$ cat config.mk
export PLATFORM = sky130hd
export DESIGN_NAME = wb_stage
export DESIGN_NICKNAME = d
export VERILOG_FILES = /design/src/rtl/wb_stage.sv
export SDC_FILE = /design/constraint.sdc
export NUM_CORES = 1
export LEC_CHECK = 0
export BUFFER_PORTS_ARGS = -buffer_cell sky130_fd_sc_hd__buf_2
export CAP_MARGIN = 20
export CORE_UTILIZATION = 30
export CTS_BUF_LIST = sky130_fd_sc_hd__clkbuf_4 sky130_fd_sc_hd__clkbuf_8
export DETAILED_ROUTE_END_ITERATION = 10
export GPL_TIMING_DRIVEN = 0
export PLACE_DENSITY = 0.49
export SYNTH_ARGS = -nofsm -noshare
export SYNTH_HDL_FRONTEND = slang
export SYNTH_SLANG_ARGS = --single-unit
$ cat constraint.sdc
create_clock -name clk -period 4.08 [get_ports clk]
set_input_delay 0.816 -clock clk [delete_from_list [all_inputs] [get_ports clk]]
set_output_delay 0.816 -clock clk [all_outputs]
set_load 0.01 [all_outputs]
$ cat src/rtl/wb_stage.sv
// Writeback stage: 2-entry retire buffer, register-file write port, pending-write scoreboard.
// Optional retired-instruction counter enabled by defining WB_RETIRE_CNT_EN.
module wb_stage #(
  parameter int REGISTER_WIDTH         = 64,
  parameter int REGISTERNO_WIDTH       = 5,
  parameter int INSTRUCTION_NAME_WIDTH = 12*8,
  parameter int PEND_CNT_WIDTH         = 2
) (
  input  logic                              clk,
  input  logic                              reset,
  input  logic                              in_enable,
  input  logic                              in_update_rd_bool,
  input  logic                              in_mm_load_bool,
  input  logic [REGISTER_WIDTH-1:0]         in_mdata,
  input  logic [REGISTER_WIDTH-1:0]         in_alu_result,
  input  logic [REGISTERNO_WIDTH-1:0]       in_rd_regno,
  input  logic [INSTRUCTION_NAME_WIDTH-1:0] in_opcode_name,
  output logic                              out_ready,
  input  logic                              in_rf_ready,
  output logic                              out_rf_wr_en,
  output logic [REGISTERNO_WIDTH-1:0]       out_rf_wr_regno,
  output logic [REGISTER_WIDTH-1:0]         out_rf_wr_data,
  input  logic                              in_issue_valid,
  input  logic [REGISTERNO_WIDTH-1:0]       in_issue_regno,
  output logic [31:0]                       out_busy_bits,
  output logic                              out_issue_stall,
  output logic [63:0]                       out_retired
);

  localparam int NREG = 1 << REGISTERNO_WIDTH;

  typedef struct packed {
    logic [REGISTER_WIDTH-1:0]   data;
    logic [REGISTERNO_WIDTH-1:0] regno;
    logic                        wr;
  } entry_t;

  entry_t slot [2];
  entry_t head;
  entry_t incoming;
  logic   wptr;
  logic   rptr;
  logic [1:0] count;
  logic   push;
  logic   pop;
  logic   inc;
  logic [NREG-1:0] up;
  logic [NREG-1:0] dn;
  logic [PEND_CNT_WIDTH-1:0] cnt [NREG];
  logic   unused_opcode;

  // opcode name is trace-only and is not carried through the buffer
  assign unused_opcode = ^in_opcode_name;

  assign out_ready = (count < 2'd2);
  assign push      = in_enable & out_ready;
  assign pop       = (count != 2'd0) & in_rf_ready;
  assign head      = slot[rptr];

  always_comb begin
    incoming       = '0;
    incoming.data  = in_mm_load_bool ? in_mdata : in_alu_result;
    incoming.regno = in_rd_regno;
    incoming.wr    = in_update_rd_bool & (in_rd_regno != '0);
  end

  always_ff @(posedge clk) begin
    if (push) slot[wptr] <= incoming;
  end

  always_ff @(posedge clk) begin
    if (reset) begin
      wptr  <= 1'b0;
      rptr  <= 1'b0;
      count <= 2'd0;
    end else begin
      if (push) wptr <= ~wptr;
      if (pop)  rptr <= ~rptr;
      unique case ({push, pop})
        2'b10:   count <= count + 2'd1;
        2'b01:   count <= count - 2'd1;
        default: count <= count;
      endcase
    end
  end

  always_ff @(posedge clk) begin
    if (reset) begin
      out_rf_wr_en    <= 1'b0;
      out_rf_wr_regno <= '0;
      out_rf_wr_data  <= '0;
    end else begin
      out_rf_wr_en <= pop & head.wr;
      if (pop & head.wr) begin
        out_rf_wr_regno <= head.regno;
        out_rf_wr_data  <= head.data;
      end
    end
  end

  assign out_issue_stall = in_issue_valid & (cnt[in_issue_regno] == '1);
  assign inc = in_issue_valid & (in_issue_regno != '0) & ~out_issue_stall;

  always_comb begin
    up = '0;
    dn = '0;
    if (inc)          up[in_issue_regno]  = 1'b1;
    if (out_rf_wr_en) dn[out_rf_wr_regno] = 1'b1;
  end

  // decrement lands on the edge where the register file commits
  always_ff @(posedge clk) begin
    for (int r = 0; r < NREG; r++) begin
      if (reset || r == 0)
        cnt[r] <= '0;
      else if (up[r] & ~dn[r])
        cnt[r] <= cnt[r] + PEND_CNT_WIDTH'(1);
      else if (dn[r] & ~up[r] & (cnt[r] != '0))
        cnt[r] <= cnt[r] - PEND_CNT_WIDTH'(1);
    end
  end

  always_ff @(posedge clk) begin
    if (!reset && out_rf_wr_en)
      assert (cnt[out_rf_wr_regno] != '0);
  end

  always_comb begin
    out_busy_bits = '0;
    for (int r = 0; r < NREG; r++)
      out_busy_bits[r] = |cnt[r];
  end

`ifdef WB_RETIRE_CNT_EN
  always_ff @(posedge clk) begin
    if (reset)    out_retired <= '0;
    else if (pop) out_retired <= out_retired + 64'd1;
  end
`else
  assign out_retired = '0;
`endif

endmodule
==> Word level (Yosys, flattened, before mapping) <==
Memories as Yosys holds them, arrays and structs flattened. A register that Yosys moved wholly into a read port is not among the register bits.
Cells that the tools add are included.
{ "totals": {"regBits": 74, "memories": 2, "ramBits": 204, "out_inout_bits": 168} }
{ "classes": {"magnitude_cmp": 5, "addsub": 64, "n_eq_ne": 3, "reduce_logical": 69, "bitwise_logic": 227, "mux": 293} }
{ "mem_list": {"columns": ["name", "words", "width", "rd", "rd_clocked_by_memory_dff", "wr", "line", "text"], "rows": [
  ["slot", 2, 70, 1, 1, 1, "38", "entry_t slot [2];"],
  ["cnt", 32, 2, 33, 0, 32, "49", "logic [PEND_CNT_WIDTH-1:0] cnt [NREG];"]
]} }
{ "ops": {"columns": ["cell", "n"], "rows": [
  ["2-to-1 mux 1 bit", 225],
  ["2-to-1 mux 2 bit", 62],
  ["AND 1 bit", 100],
  ["nonzero test 2 bit", 33],
  ["NOT 1 bit", 65],
  ["adder 2 x 1 -> 2 bit, second input constant", 32],
  ["2-to-1 mux 32 bit", 2],
  ["2-to-1 mux 64 bit", 1],
  ["OR reduction 2 bit", 32],
  ["subtractor 2 x 1 -> 2 bit, second input constant", 32],
  ["bitwise OR 1 bit", 62],
  ["< comparator 5 x 6 -> 1 bit, second input constant", 2],
  ["demux 1 bit (select 5 bit)", 2],
  [">= comparator 5 x 1 -> 1 bit, second input constant", 2],
  ["nonzero test 5 bit", 2],
  ["== test 2 bit, second input constant", 2],
  ["case mux 2 bit (2 select lines)", 1],
  ["== test 2 x 1 -> 1 bit, second input constant", 1],
  ["logical AND 1 bit", 2],
  ["< comparator 2 bit, second input constant", 1]
]} }

==> Longest topological paths before layout <==
An unclocked memory read counts as a cell.
{ "logic_depth": {"ltp_word": 14, "ltp_mapped": 13} }

==> Worst setup path before layout <==
Ideal clock, no wire load.
{ "synth_timing": {"path_kind": "in2reg", "startpoint": "input in_enable", "endpoint": "memory slot[0][0] (netlist bit) (enable)", "cell_stages": 2, "setup_slack_ns": -0.257, "t_arrival_ns": 3.839, "required_time_ns": 3.582, "setup_time_ns": 0.498, "path_cell_list": "nand2_1 > nor2_1"} }
{ "synth_between": {"elab_chain_len": 3} }
{ "synth_rtl": {"columns": ["item", "line", "text"], "rows": [
  ["start, declared", "11", "input logic in_enable,"],
  ["AND 1 bit", "56", "assign push = in_enable & out_ready;"],
  ["2-to-1 mux 1 bit", "68", "if (push) slot[wptr] <= incoming;"],
  ["2-to-1 mux 1 bit (implied by the code)", "68", null],
  ["end, declared", "38", null]
]} }
Every way passes these cells.

==> Worst setup path in the final report <==
{ "layout_timing": {"startpoint": "input in_issue_regno[1]", "endpoint": "output out_issue_stall"} }
{ "layout_between": {"elab_chain_len": 3} }
{ "layout_rtl": {"columns": ["item", "line", "text"], "rows": [
  ["start, declared", "24", "input logic [REGISTERNO_WIDTH-1:0] in_issue_regno,"],
  ["memory (32 x 2 bit)", null, null],
  ["== test 2 bit", "101", "assign out_issue_stall = in_issue_valid & (cnt[in_issue_regno] == '1);"],
  ["AND 1 bit", "101", null],
  ["end, declared", "26", "output logic out_issue_stall,"]
]} }
Every way passes these cells.

==> results.sh <==
export IMPL_status="complete, no violations"
export IMPL_finalCritPeriodShare_pct=90.8
export IMPL_antenna_found_initial=4
export IMPL_worst_slack_ns=0.374
export IMPL_final_max_slew_viol_count=0
export IMPL_ys_top_cells_by_count="202 x edfxtp_1, 100 x a211oi_1, 95 x inv_1, 95 x nor2_1, 85 x mux2i_1"
export IMPL_cts_sinks=277
export IMPL_place_area_mm2=0.0164
export IMPL_die_x_um=219
export IMPL_crit_slowest_cell="o41a_1"
export IMPL_cpLargestDelayFamily="buffers and inverters"
export IMPL_place_congestion=0.873
export IMPL_synth_edff_count=202
export IMPL_grt_pass1_vias=10600
export IMPL_drt_iter0_markers=729
export IMPL_post_place_ws_ns=-0.0899
export IMPL_switchingPower_mw=2.63
export IMPL_path_cells="buf_2, buf_2, buf_2, a22oi_1, o41a_1, a32oi_2, buf_6, buf_2"
export IMPL_synth_top_cell_area_share_pct=43.1
export IMPL_die_h_um=219
export IMPL_core_area_mm2=0.0458
export IMPL_rrSetupSlack_ns=0.81
export IMPL_antenna_left=0
export IMPL_synthArstFlopShare_pct=0
export IMPL_rsz0062_at_grt="false"
export IMPL_power_density_mw_per_mm2=490
export IMPL_nets=1854
export IMPL_min_period_ns=3.71
export IMPL_clk_latency_ns=0.62
export IMPL_finalPower_mw=8.56
export IMPL_fin_util_pct=38.1
export IMPL_p_leak_nw=6.79
export IMPL_avgRoutedWirePerCell_um=19.6
export IMPL_stdcell_area_mm2=0.0174
export IMPL_yosysUniqueCellTypes=58
export IMPL_cts_buffers=51
export IMPL_swShare_pct=30.7
export IMPL_area_growth_pct=24.1
export IMPL_hold_viol=0
export IMPL_worstMarginPinSlew_ns=1.10
export IMPL_netlist_area_mm2=0.0141
export IMPL_cp_start_kind="input port"
export IMPL_timing_hold_ws_ns=0.437
export IMPL_setup_violations=0
export IMPL_port_buffers=245
export IMPL_die_area_mm2=0.0478
export IMPL_ys_flop_type="edfxtp_1"
export IMPL_cts_setup_buffers=0
export IMPL_row_count=78
export IMPL_cts_tree="built"
export IMPL_avgSynthCellArea_um2=11.6
export IMPL_io_pins=409
export IMPL_vias=10700
export IMPL_routed_via_density=4.82
export IMPL_drive_gt1_share_pct=31.8
export IMPL_h_tree_depth=2
export IMPL_critical_path_class="input port to output pin"
export IMPL_start_util_pct=30.7
export IMPL_combPwrFrac_pct=23.4
export IMPL_peakVddDrop_mv=0.245
export IMPL_power_internal_mw=5.93
export IMPL_synth_seq_cells=277
export IMPL_fmax_mhz=270
export IMPL_critPathBufInv=5
export IMPL_cp_required_ns=3.26
export IMPL_diodes=0
export IMPL_yosys_area_top_type="edfxtp_1"
export IMPL_path_clk_slew_ns=0.06
export IMPL_postCtsResizedCells=0
export IMPL_cp_arrival_ns=2.89
export IMPL_yosysMostFrequentCell="edfxtp_1"
export IMPL_first_pass_iters=5
export IMPL_postCtsHoldBufs=0
export IMPL_grt_first_pass_wirelength_mm=64.5
export IMPL_wl_mm=43.5
export IMPL_hold_path_class="input port to flip-flop"
export IMPL_crit_path_frequent_cell="buf_2"
export IMPL_relSlewSlack_pct=26.5
export IMPL_cts_root_buf="clkbuf_8"
export IMPL_clock_power_share_pct=32.9
export IMPL_ys_seq_area_share_pct=53.8
export IMPL_track_usage_pct=18.1
export IMPL_synthTopCellsByArea="edfxtp_1 43%, dfxtp_1 11%, mux2i_1 6.0%"
export IMPL_critPathCaptureType="output pin"
export IMPL_route_detailed_drc=0
export IMPL_grt_overflow=0
export IMPL_syn_inst=1217
export IMPL_ys_warn_count=0
export IMPL_fin_worst_skew_ns=0.0356
export IMPL_cp_max_fo=10
export IMPL_seqPwrFrac_pct=43.7
export IMPL_place_hpwl_mm=31.1
export IMPL_grt_max_degree=58
export IMPL_slowest_delay_ns=0.36
export IMPL_maxCapViolations=0
export IMPL_cts_max_path_buffers=3
cells in the final DEF, fill, tap and decap left out, types with 25 or more instances in the layout:
| cell type | Yosys | layout |
|---|---|---|
| clkbuf_1 | 54 | 54 |
| buf_2 | 11 | 256 |
| buf_4 | 69 | 69 |
| clkbuf_4 | 0 | 26 |
| ha_1 | 31 | 31 |
| mux2_2 | 67 | 67 |
| mux2i_1 | 85 | 85 |
| edfxtp_1 | 202 | 202 |
| inv_1 | 95 | 95 |
| clkbuf_8 | 0 | 59 |
| nor2_1 | 95 | 94 |
| dfxtp_1 | 75 | 75 |
| a211oi_1 | 100 | 100 |
| a2111o_1 | 25 | 25 |
| nand2_1 | 70 | 70 |
| nand3_1 | 31 | 31 |
| a21oi_1 | 48 | 48 |
| conb_1 | 1 | 65 |
final timing paths:
check | start | endpoint | cells after the start
setup / recovery | in_issue_regno[1] | out_issue_stall | 8
hold / removal | in_rd_regno[3] | slot[0][4] | 1
setup reg to reg | cnt[15][1] | cnt[20][0] | 8
hold reg to reg | out_rf_wr_data[1] | out_rf_wr_data[1] | 2
kinds of logic (layout without fill, tap and decap cells):
group,count (synthesis),after routing,synth area share (%)
muxes,165,165,13.3
buffers and inverters,242,583,8.61
DFF,277,277,53.8
xor gates and xnor gates,4,4,0.249
adders and majority gates,31,31,2.76
AOI/OAI and AO/OA,241,241,12.9
and+or+nand+nor,256,256,8.33
other,1,65,0.0267
final cells by class:
cell class | instances | area (µm²)
plain buffers | 147 | 855
multi-input cells | 762 | 5540
fillers | 4552 | 28300
clock inverters | 8 | 78.8
inverters | 95 | 357
clock buffers | 85 | 1010
repair buffers | 248 | 1290
flip-flops and latches | 277 | 7570
well taps | 600 | 751
power groups by stage:
stage | logic [mW] | registers, mW | clock network [mW]
finish | 2.00 | 3.74 | 2.81
global route | 2.21 | 3.78 | 3.02
CTS | 2.03 | 3.74 | 2.91
detailed placement | 2.03 | 3.80 | 0
global placement | 1.97 | 3.82 | 0
floorplan | 1.18 | 3.83 | 0
state kept, by name, summed over array words and instances, names as in the netlist, named ones only:
signal and flops:
out_rf_wr_data 64, slot 140, wptr 1, out_rf_wr_en 1, out_rf_wr_regno 5, count 2
cnt 62, rptr 1
per-stage QoR:
stage,setup TNS [ns],instances
after floorplan,0,1281
after global placement,-63.80,2126
after detailed placement,-0.720,2129
after CTS,0,2222
after global routing,0,2222
final,0,2222
routing by layer:
| metal | GRT usage (%) | wire length, µm | up-vias | part of all wire (%) |
|---|---|---|---|---|
| li1 | - | - | 5122 | - |
| met1 | 23.4 | 18400 | 5080 | 42 |
| met2 | 29.1 | 20500 | 404 | 47 |
| met3 | 4.44 | 3240 | 89 | 7.5 |
| met4 | 6.76 | 1260 | 8 | 2.9 |
| met5 | 0 | 57 | - | 0.13 |
(Power assumes the default switching activity.)
